===== src/rtl/log_bank_sequencer.sv =====
// log_bank_sequencer: walks NUM_BANDS filterbank energies through an external
// log2 unit and writes the results to a result buffer in ascending order.
// Zero energies bypass the log unit; a stalled conversion aborts the frame.
module log_bank_sequencer #(
    parameter int unsigned NUM_BANDS = 24,
    parameter int unsigned TIMEOUT   = 64
) (
    input  logic        clk,
    input  logic        rst_n,
    input  logic        go,
    output logic        busy,
    output logic        done,
    output logic        err,
    output logic        en_rd,
    output logic [4:0]  en_rd_addr,
    input  logic [63:0] en_rd_data,
    output logic        log_start,
    output logic [63:0] log_indata,
    input  logic [20:0] log_outdata,
    input  logic        log_dv,
    output logic        res_wr,
    output logic [4:0]  res_addr,
    output logic [20:0] res_data
);

    localparam int unsigned IDX_W  = 5;
    localparam int unsigned EN_W   = 64;
    localparam int unsigned RES_W  = 21;
    localparam int unsigned CNT_W  = $clog2(TIMEOUT + 1);

    localparam logic [IDX_W-1:0] LAST_IDX     = IDX_W'(NUM_BANDS - 1);
    localparam logic [CNT_W-1:0] TIMEOUT_LAST = CNT_W'(TIMEOUT - 1);

    typedef enum logic [2:0] {
        S_IDLE    = 3'd0,
        S_READ    = 3'd1,
        S_CAPTURE = 3'd2,
        S_CONVERT = 3'd3,
        S_WRITE   = 3'd4,
        S_FINISH  = 3'd5
    } state_t;

    state_t             r_state;
    logic [IDX_W-1:0]   r_idx;
    logic [CNT_W-1:0]   r_cnt;
    logic               r_busy;
    logic               r_done;
    logic               r_err;
    logic               r_en_rd;
    logic [IDX_W-1:0]   r_en_rd_addr;
    logic               r_log_start;
    logic [EN_W-1:0]    r_log_indata;
    logic               r_res_wr;
    logic [IDX_W-1:0]   r_res_addr;
    logic [RES_W-1:0]   r_res_data;

    state_t             w_state_nxt;
    logic [IDX_W-1:0]   w_idx_nxt;
    logic [CNT_W-1:0]   w_cnt_nxt;
    logic               w_busy_nxt;
    logic               w_done_nxt;
    logic               w_err_nxt;
    logic               w_en_rd_nxt;
    logic [IDX_W-1:0]   w_en_rd_addr_nxt;
    logic               w_log_start_nxt;
    logic [EN_W-1:0]    w_log_indata_nxt;
    logic               w_res_wr_nxt;
    logic [IDX_W-1:0]   w_res_addr_nxt;
    logic [RES_W-1:0]   w_res_data_nxt;

    // State and registered outputs; synchronous active-low reset clears everything
    always_ff @(posedge clk) begin
        if (!rst_n) begin
            r_state      <= S_IDLE;
            r_idx        <= '0;
            r_cnt        <= '0;
            r_busy       <= 1'b0;
            r_done       <= 1'b0;
            r_err        <= 1'b0;
            r_en_rd      <= 1'b0;
            r_en_rd_addr <= '0;
            r_log_start  <= 1'b0;
            r_log_indata <= '0;
            r_res_wr     <= 1'b0;
            r_res_addr   <= '0;
            r_res_data   <= '0;
        end else begin
            r_state      <= w_state_nxt;
            r_idx        <= w_idx_nxt;
            r_cnt        <= w_cnt_nxt;
            r_busy       <= w_busy_nxt;
            r_done       <= w_done_nxt;
            r_err        <= w_err_nxt;
            r_en_rd      <= w_en_rd_nxt;
            r_en_rd_addr <= w_en_rd_addr_nxt;
            r_log_start  <= w_log_start_nxt;
            r_log_indata <= w_log_indata_nxt;
            r_res_wr     <= w_res_wr_nxt;
            r_res_addr   <= w_res_addr_nxt;
            r_res_data   <= w_res_data_nxt;
        end
    end

    // Next state and next output values; strobes default low, held values default to current
    always_comb begin
        w_state_nxt      = r_state;
        w_idx_nxt        = r_idx;
        w_cnt_nxt        = r_cnt;
        w_busy_nxt       = r_busy;
        w_done_nxt       = 1'b0;
        w_err_nxt        = r_err;
        w_en_rd_nxt      = 1'b0;
        w_en_rd_addr_nxt = r_en_rd_addr;
        w_log_start_nxt  = r_log_start;
        w_log_indata_nxt = r_log_indata;
        w_res_wr_nxt     = 1'b0;
        w_res_addr_nxt   = r_res_addr;
        w_res_data_nxt   = r_res_data;

        case (r_state)
            S_IDLE: begin
                if (go) begin
                    w_state_nxt      = S_READ;
                    w_idx_nxt        = '0;
                    w_err_nxt        = 1'b0;
                    w_busy_nxt       = 1'b1;
                    w_en_rd_nxt      = 1'b1;
                    w_en_rd_addr_nxt = '0;
                end
            end
            S_READ: begin
                w_state_nxt = S_CAPTURE;
            end
            S_CAPTURE: begin
                if (en_rd_data != '0) begin
                    w_state_nxt      = S_CONVERT;
                    w_cnt_nxt        = '0;
                    w_log_start_nxt  = 1'b1;
                    w_log_indata_nxt = en_rd_data;
                end else begin
                    // log of zero is undefined; write 0 without touching the log unit
                    w_state_nxt    = S_WRITE;
                    w_res_wr_nxt   = 1'b1;
                    w_res_addr_nxt = r_idx;
                    w_res_data_nxt = '0;
                end
            end
            S_CONVERT: begin
                if (log_dv) begin
                    w_state_nxt     = S_WRITE;
                    w_log_start_nxt = 1'b0;
                    w_res_wr_nxt    = 1'b1;
                    w_res_addr_nxt  = r_idx;
                    w_res_data_nxt  = log_outdata;
                end else if (r_cnt == TIMEOUT_LAST) begin
                    w_state_nxt     = S_FINISH;
                    w_log_start_nxt = 1'b0;
                    w_err_nxt       = 1'b1;
                    w_done_nxt      = 1'b1;
                end else begin
                    w_cnt_nxt = r_cnt + CNT_W'(1);
                end
            end
            S_WRITE: begin
                if (r_idx == LAST_IDX) begin
                    w_state_nxt = S_FINISH;
                    w_done_nxt  = 1'b1;
                end else begin
                    w_state_nxt      = S_READ;
                    w_idx_nxt        = r_idx + IDX_W'(1);
                    w_en_rd_nxt      = 1'b1;
                    w_en_rd_addr_nxt = r_idx + IDX_W'(1);
                end
            end
            S_FINISH: begin
                w_state_nxt = S_IDLE;
                w_busy_nxt  = 1'b0;
            end
            default: begin
                w_state_nxt = S_IDLE;
                w_busy_nxt  = 1'b0;
            end
        endcase
    end

    assign busy       = r_busy;
    assign done       = r_done;
    assign err        = r_err;
    assign en_rd      = r_en_rd;
    assign en_rd_addr = r_en_rd_addr;
    assign log_start  = r_log_start;
    assign log_indata = r_log_indata;
    assign res_wr     = r_res_wr;
    assign res_addr   = r_res_addr;
    assign res_data   = r_res_data;

endmodule


===== config.mk =====
export PLATFORM = sky130hd
export DESIGN_NAME = log_bank_sequencer
export DESIGN_NICKNAME = d
export VERILOG_FILES = /design/src/rtl/log_bank_sequencer.sv
export SDC_FILE = /design/constraint.sdc
export NUM_CORES = 1
export LEC_CHECK = 0
export ABC_CLOCK_PERIOD_IN_PS = 2100
export BUFFER_PORTS_ARGS = -buffer_cell sky130_fd_sc_hd__buf_2
export CAP_MARGIN = 15
export CORE_MARGIN = 10
export CORE_UTILIZATION = 44
export DETAILED_ROUTE_END_ITERATION = 16
export PLACE_DENSITY = 0.78
export RECOVER_POWER = 25
export SYNTH_ARGS = -nofsm -noshare
export SYNTH_HDL_FRONTEND = slang
export SYNTH_SLANG_ARGS = --single-unit

===== constraint.sdc =====
create_clock -name clk -period 2.1 [get_ports clk]
set_clock_uncertainty 0.2 [all_clocks]
set_input_delay 0.42 -clock clk [delete_from_list [all_inputs] [get_ports clk]]
set_output_delay 0.42 -clock clk [all_outputs]
set_load 0.01 [all_outputs]

## Yosys cells after proc, flatten, opt, wreduce, memory -nomap -nowiden

Index checks and enable logic that the tools add are counted.

- Bits in latches: 0
- Memories kept: 0
- ROM bits: 0
- RAM bits: 0
- Output and inout port bits: 101
- Bits of input ports: 89
- Bits in registers: 111

- $add $sub $neg: 2
- Magnitude comparators: 0
- Shift-type cells: 0
- Bitwise gates (word level): 1
- $mul: 0
- Reduce and logical (&&, ||, !) cells: 14
- Multiplexer cells: 39
- Equal/unequal tests: 15
- Div/mod/pow operators: 0

Operator list:

| operator | count |
|---|---|
| 64-bit nonzero test | 1 |
| 21-bit two-way mux | 2 |
| 21-bit case mux with 2 select lines | 1 |
| 7-bit two-way mux | 3 |
| 5-bit two-way mux | 4 |
| 5-bit case mux with 2 select lines | 2 |
| 2-bit inequality test, second input constant | 8 |
| 3-bit two-way mux | 5 |
| 3-bit case mux with 5 select lines | 1 |
| 1-bit two-way mux | 14 |
| 7-bit case mux with 2 select lines | 1 |
| 1-bit case mux with 2 select lines | 6 |
| 3-bit AND reduction | 3 |
| 4-bit AND reduction | 2 |
| 7-bit by 1-bit adder with 7-bit output, second input constant | 1 |
| 7-bit by 6-bit == test with 1-bit output, second input constant | 1 |
| 3-bit by 2-bit == test with 1-bit output, second input constant | 2 |
| 2-bit AND reduction | 3 |
| 2-bit nonzero test | 3 |
| 5-bit by 1-bit adder with 5-bit output, second input constant | 1 |
| 5-bit == test, second input constant | 1 |
| 4-bit OR reduction | 1 |
| 3-bit by 1-bit == test with 1-bit output, second input constant | 1 |
| 3-bit == test, second input constant | 1 |
| 3 further kinds | 3 |

## Depth between registers and ports, before layout

Gate-level depths: netlist of run 1.

- Word-level depth: 4
- Mapped depth: 7
- Gate-level depth less buffers: 6

## Least setup slack after synthesis of run 1

OpenSTA, ideal clock, no wires.

- Kind: input -> register
- From: in en_rd_data[17]
- To: reg r_log_start (netlist: log_start)
- Data required time: 1.785 ns
- Cell stages on the path: 7
- Slack: -0.170 ns
- Arrival time: 1.956 ns
- Path buffers: 2
- Setup time: 0.115 ns
- Cells stage by stage: nor4_1 -> nand4_1 -> nor4_4 -> nor3_1 -> buf_2 -> buf_4 -> o21a_1

- Longest elaborated chain between the ends: 3

Ends and longest elaborated chain:

| element | RTL line | text |
|---|---|---|
| start: declaration | 16 | `input logic [63:0] en_rd_data,` |
| 64-bit nonzero test | 135 | `if (en_rd_data != '0) begin` |
| 2-bit inequality test (no source line) | -- |  |
| 3-bit AND reduction (no source line) | -- |  |
| end signal: assignment | 96 | `r_log_start <= w_log_start_nxt;` |
| end: declaration | 51 | `logic r_log_start;` |

No other way between the ends.
A chain may end at the register's enable or synchronous reset.

## Worst setup path in the final report of run 1

- From: in en_rd_data[36]
- To: reg r_log_start (netlist: log_start)

The elaborated chain is that of the path after synthesis.

==> results of run 1 <==
[per-layer routing]
| layer | track usage [%] | wire length [um] | up-vias |
|---|---|---|---|
| li1 | - | - | 2316 |
| met1 | 20.64 | 6121 | 2120 |
| met2 | 32.41 | 7526 | 153 |
| met3 | 4.553 | 840 | 13 |
| met4 | 4.729 | 209 | 0 |
| met5 | 0 | 0 | - |
[cells by family (layout without fill, tap and decap cells)]
logic type / Yosys count / count (layout) / synth area share [%]
AND/OR/NAND/NOR: 253 / 253 / 23.06
AO/OA/AOI/OAI: 81 / 81 / 11.35
flip-flops: 111 / 111 / 46.43
buffers and inverters: 41 / 253 / 3.660
XOR/XNOR: 3 / 3 / 0.5491
multiplexers: 69 / 69 / 14.43
adder cells (fa/ha/maj): 2 / 2 / 0.5228
[through the flow]
step	utilization [%]	instances	setup slack (ns)	TNS [ns]
global route	59.62	912	0.008017	0
detailed placement	58.09	896	-0.3154	-27.26
CTS	60.11	912	0.06924	0
finish	59.62	912	0.09301	0
global placement	58.09	896	-0.3392	-29.37
floorplan	-	560	-0.04274	-2.098
[final cells by class]
class                   instances  share of cell area (%)
clock inverters                 5                   1.016
repair buffers                233                   20.51
well taps                     140                   2.734
inverters                       4                  0.2344
flip-flops and latches        111                   34.69
clock buffers                  11                   2.363
multi-input cells             408                   38.46
[worst register-to-register path: stages, from the launching register on]
cell,delay [ns]
dfxtp_1,0.37
ha_1,0.26
and4b_1,0.25
a21oi_1,0.31
nand3_1,0.17
o21ai_0,0.19
a31oi_1,0.10
[timing repair]
action / CTS / global route
setup buffers: 0 / 0
endpoints found under the setup margin: 0 / 67
resized for setup: 0 / 3
[Yosys cell counts, drive strengths merged, types with 2 or more instances]
master	count	area share [%]
a21boi	23	3.6
a21o	22	3.5
a21oi	12	1.3
a31oi	3	0.39
and2	3	0.39
and3	2	0.26
and3b	2	0.37
and4b	2	0.42
buf	7	0.99
clkbuf	30	2.4
dfxtp	111	46
ha	2	0.52
inv	4	0.31
mux2i	69	14
nand2	191	15
nand2b	2	0.26
nand3	2	0.21
nand4	6	0.78
nor2	12	0.94
nor2b	4	0.52
nor3	4	0.42
nor4	19	2.8
o21a	2	0.31
o21ai	14	1.5
xor2	3	0.55
[how the worst max path moves through the flow]
stage | to | slack (ns) | start | depth (start not counted)
floorplan | log_indata[0] | -0.04 | en_rd_data[13] | 7
global placement | log_start | -0.34 | en_rd_data[14] | 9
detailed placement | log_start | -0.32 | en_rd_data[14] | 9
CTS | log_start | 0.07 | en_rd_data[14] | 9
global route | log_indata[25] | 0.008 | en_rd_data[36] | 8
finish | log_start | 0.09 | en_rd_data[36] | 8
[registers in the layout, summed over array words and instances (netlist names)]
name and cells:
res_addr 5, done 1, r_state 3, r_cnt 7
res_data 21, log_indata 64, err 1, en_rd 1
res_wr 1, busy 1, log_start 1, en_rd_addr 5
[cells in the final DEF (no fill, tap or decap), drive strengths merged, types with 2 or more instances in the layout]
cell type	count
a21boi	23
a21o	22
a21oi	12
a31oi	3
and2	3
and3	2
and3b	2
and4b	2
buf	181
clkbuf	63
clkinv	3
dfxtp	111
ha	2
inv	5
mux2i	69
nand2	191
nand2b	2
nand3	2
nand4	6
nor2	12
nor2b	4
nor3	4
nor4	19
o21a	2
o21ai	14
xor2	3
[power by group]
part	switching (mW)	leakage [nW]	internal, mW
Clock	0.766	0.110	0.629
Sequential	0.0565	0.900	2.21
Combinational	0.402	1.72	0.330
Total	1.22	2.73	3.17
==> out/results.ini, run 1 <==
[place]
port-buffer-count = 189
placed_cell_area_mm2 = 0.006242
gp_congestion = 0.8568
dp_hpwl_um = 11300

[drt]
detail_route.wirelength_um = 14700
firstDrtPassIters = 5
drcViolationCount = 0
first_iter_violations = 240
via_per_inst = 5.046
num_vias = 4602
wl_per_cell_um = 16.12
antenna_left = 0

[critical_path]
worstSetupStartpointType = input pin
timing.rr.end = r_cnt[3]
critPathMaxStageDelay_ns = 0.32
crit_type = input pin to flop
cp.required_ns = 2.18
regToRegStartpoint = r_cnt[0]
rrSetupSlack_ns = 0.12
crit_family = simple AND/OR/NAND/NOR gates
reg2reg_depth = 6
critical_path_buf_inv_count = 3
end_kind = flop
path_cells = buf_2, nor4_1, nand4_1, nor4_4, buf_4, nor3_4, buf_12, o21a_1
slowest_stage = nor4_1
path_max_fanout = 19
crit_arrival_ns = 2.08

[floorplanning]
core-area_mm2 = 0.01075
die_height_um = 124.3
start_util_pct = 44.54
design.die.area_mm2 = 0.01545
rows = 38
die-width_um = 124.3
num_io_pins = 190

[global_route]
grt_pass1_wl_um = 23690
grt_pass1_vias = 4614
grt_start_max_net_pins = 84
globalRouteOverflowTotal = 0
antenna_found_initial = 0
grt.total_usage_pct = 18.03

[min_path]
whs_path_depth = 3
hold_class = input pin to flop
holdPathEnd = res_data[6]
min_from = log_outdata[6]

[sta]
hold_violations = 0
rsz0062_at_grt = no
maxSlewHeadroom_pct = 56.67
min_period_ns = 2.007
final_max_slew_viol_count = 0
max_clock_freq_mhz = 498.3
min_period_over_period_pct = 95.57
whs_ns = 0.08199
setup_viol_count_final = 0
tightest_slew_ns = 0.6499

[synthesis]
async_flop_share_pct = 0
synth_edf_count = 0
syn_area_mm2 = 0.004786
synth_top_flop_cell = dfxtp_1
ys_warn_count = 0
avgSynthCellArea_um2 = 8.546
syn-num-nets = 651
synth_seq_cells = 111
syn_inst = 560
synth.distinct_cells = 36
synth.yosys.seq_area_share_pct = 46.43

[finish]
nNetsFinal = 858
drive_gt1_share_pct = 27.07
register_area_mm2 = 0.002222
fillers = 982
antenna_cells = 0
multi_input_area_mm2 = 0.002464
fin_area_mm2 = 0.006406
area_growth_pct = 33.86

[clock_network]
clk_latency_ns = 0.38
clockBufferDepth = 2
cts_buffers = 9
htree_levels = 3
tritoncts = built
root_buffer = clkbuf_8
cts.clk_slew.worst_paths_ns = 0.10
cts-hold-fix-buffers = 0
clkSinkCount = 111

[run_status]
outcome = finished clean

[pwr]
p_total_mw = 4.390
p_leak_nw = 2.726
powerDensity_mw_per_mm2 = 685.2
peakVddDrop_mv = 0.3259

[job]
cap_violations = 0

Power figures use the tool's default switching activity.
==> run 2, diff against run 1 <==
--- a/config.mk
+++ b/config.mk
@@ -8,10 +8,12 @@
 export ABC_CLOCK_PERIOD_IN_PS = 2100
 export BUFFER_PORTS_ARGS = -buffer_cell sky130_fd_sc_hd__buf_2
 export CAP_MARGIN = 15
+export CELL_PAD_IN_SITES_DETAIL_PLACEMENT = 0
+export CELL_PAD_IN_SITES_GLOBAL_PLACEMENT = 1
 export CORE_MARGIN = 10
-export CORE_UTILIZATION = 44
+export CORE_UTILIZATION = 31
 export DETAILED_ROUTE_END_ITERATION = 16
-export PLACE_DENSITY = 0.78
+export PLACE_DENSITY = 0.77
 export RECOVER_POWER = 25
 export SYNTH_ARGS = -nofsm -noshare
 export SYNTH_HDL_FRONTEND = slang
==> out/results.ini, run 2 (synthesis results as in run 1) <==
[critical_path]
slowest_stage = nor4_4
cpMostUsedCell = buf_6
cp.required_ns = 2.14  ; -0.04 ns
worstSetupStartpointType = input pin
critPathMaxStageDelay_ns = 0.41  ; +0.09 ns
end_kind = flop
crit_type = input pin to flop
path_cells = buf_6, nor4_2, buf_4, nand4_1, nor4_4, buf_6, buf_6, o31ai_2, and3b_1
path_max_fanout = 8  ; -11
crit_arrival_ns = 2.11  ; +0.03 ns

[place]
place_inst = 944  ; +5.4%
gp_congestion = 0.8046  ; -6.1%
place_ws_ns = -0.4194  ; -0.1040 ns
port-buffer-count = 189  ; unchanged
dp_hpwl_um = 11990  ; +6.1%

[global_route]
grt.total_usage_pct = 14.49  ; -3.5 points
grt_start_max_net_pins = 79  ; -6.0%
grt_pass1_wl_um = 24340  ; +2.7%
antenna_found_initial = 0  ; unchanged
globalRouteOverflowTotal = 0  ; unchanged
grt_pass1_vias = 4743  ; +2.8%

[clock_network]
tritoncts = built
cts_buffers = 9  ; unchanged
htree_levels = 3  ; unchanged
cts.clk_slew.worst_paths_ns = 0.07  ; -0.03 ns
clkSinkCount = 111  ; unchanged
clockBufferDepth = 2  ; unchanged
root_buffer = clkbuf_16
clk_latency_ns = 0.35  ; -0.03 ns

[floorplanning]
die-width_um = 144.3  ; +16%
rows = 45  ; +18%
start_util_pct = 31.60  ; -13 points
core-area_mm2 = 0.01515  ; +41%
num_io_pins = 190  ; unchanged
die_height_um = 144.3  ; +16%
design.die.area_mm2 = 0.02081  ; +35%

[sta]
setup_viol_count_final = 0  ; unchanged
whs_ns = 0.1033  ; +0.02129 ns
max_clock_freq_mhz = 483.5  ; -3.0%
min_period_ns = 2.068  ; +0.06125 ns
rsz0062_at_grt = yes
hold_violations = 0  ; unchanged
tns_ns = 0  ; unchanged
final_max_slew_viol_count = 0  ; unchanged
min_period_over_period_pct = 98.49  ; +2.9 points
maxSlewHeadroom_pct = 73.93  ; +17 points
worst_slack_ns = 0.03177  ; -0.06125 ns
tightest_slew_ns = 0.3898  ; -0.2601 ns

[finish]
fillers = 1488  ; +52%
nNetsFinal = 861  ; +0.35%
fin_cells = 963  ; +5.6%
register_area_mm2 = 0.002222  ; unchanged
drive_gt1_share_pct = 29.42  ; +2.3 points
largest_reg_flops = 64  ; unchanged
area_growth_pct = 41.65
layout_commonest_cell = nand2_1
layout_common_cells = 191 x nand2_1, 134 x buf_2, 111 x dfxtp_1, 69 x mux2i_1, 47 x clkbuf_1
antenna_cells = 0  ; unchanged
multi_input_area_mm2 = 0.002546  ; +3.4%

[drt]
wl_per_cell_um = 16.34  ; +1.4%
firstDrtPassIters = 5  ; unchanged
detail_route.wirelength_um = 15730  ; +7.1%
via_per_inst = 4.794  ; -5.0%
num_vias = 4617  ; +0.33%
first_iter_violations = 248  ; +3.3%
drcViolationCount = 0  ; unchanged
antenna_left = 0  ; unchanged

[min_path]
hold_class = input pin to flop

[job]
cap_violations = 0  ; unchanged

[pwr]
p_leak_nw = 2.863  ; +5.0%
peakVddDrop_mv = 0.4578  ; +40%
powerDensity_mw_per_mm2 = 729.9  ; +6.5%

[run_status]
outcome = finished clean

## run 2: changes by cell type in the layout (fill, tap and decap cells not counted), moves of 3 or more
| cell | before | now |
|---|---|---|
| a21boi_0 | 23 | 2 |
| a21boi_1 | 0 | 19 |
| clkbuf_16 | 0 | 11 |
| buf_6 | 0 | 10 |
| clkbuf_8 | 11 | 2 |
| clkbuf_1 | 52 | 47 |
| a21oi_1 | 12 | 9 |
| nor4_1 | 12 | 9 |
| nor4_4 | 4 | 7 |
## run 2: where the power goes
group	internal [mW]	switching (mW)	total (mW)	leakage [nW]
registers	2.21	0.0596	2.27	0.900
logic	0.337	0.416	0.752	1.80
clock network	1.12	0.808	1.93	0.164
total	3.66	1.28	4.95	2.86
## run 2: final cells by class
cell class	instances	area share (%)
well taps	188	3.470
clock buffers	11	3.728
repair buffers	236	20.95
clock inverters	5	1.292
inverters	4	0.2215
flip-flops and latches	111	32.78
multi-input cells	408	37.56
## run 2: layer usage
layer	GRT usage, %	wire, um	vias up
met5	0	0	-
met4	3.457	182	0
met3	4.526	965	14
met2	25.66	8136	114
met1	16.58	6449	2170
li1	-	-	2319
## run 2: worst max-delay path, delay by kind of cell
family,cells,cell delay [ns]
compound gates,1,0.04
simple gates,4,1.04
buf+inv,4,0.61
## run 2: path summary, 6_finish.rpt
| kind | cells after the start | slack, ns | endpoint | startpoint |
|---|---|---|---|---|
| min | 3 | 0.10 | res_data[0] | log_outdata[0] |
| max | 9 | 0.03 | r_state[1] | en_rd_data[20] |
| min reg2reg | 2 | 0.26 | log_indata[59] | log_indata[59] |
| max reg2reg | 7 | 0.10 | r_state[1] | r_cnt[0] |
## run 2: timing repair
item,4_1_cts,5_1_grt
pin swaps,0,23
cloned,0,3
hold buffers,0,0
setup buffers,0,1
endpoints found under the hold margin,0,0
resized for setup,2,52
setup endpoints to repair,33,45
## run 2: per-stage QoR
stage / cell area, um^2 / util, % / total power [mW]
final: 6779 / 44.76 / 4.948
after global routing: 6779 / 44.76 / 5.173
after CTS: 6658 / 43.96 / 4.989
after detailed placement: 6302 / 41.61 / 3.056
after global placement: 6302 / 41.61 / 3.036
after floorplan: 4856 / - / 2.693
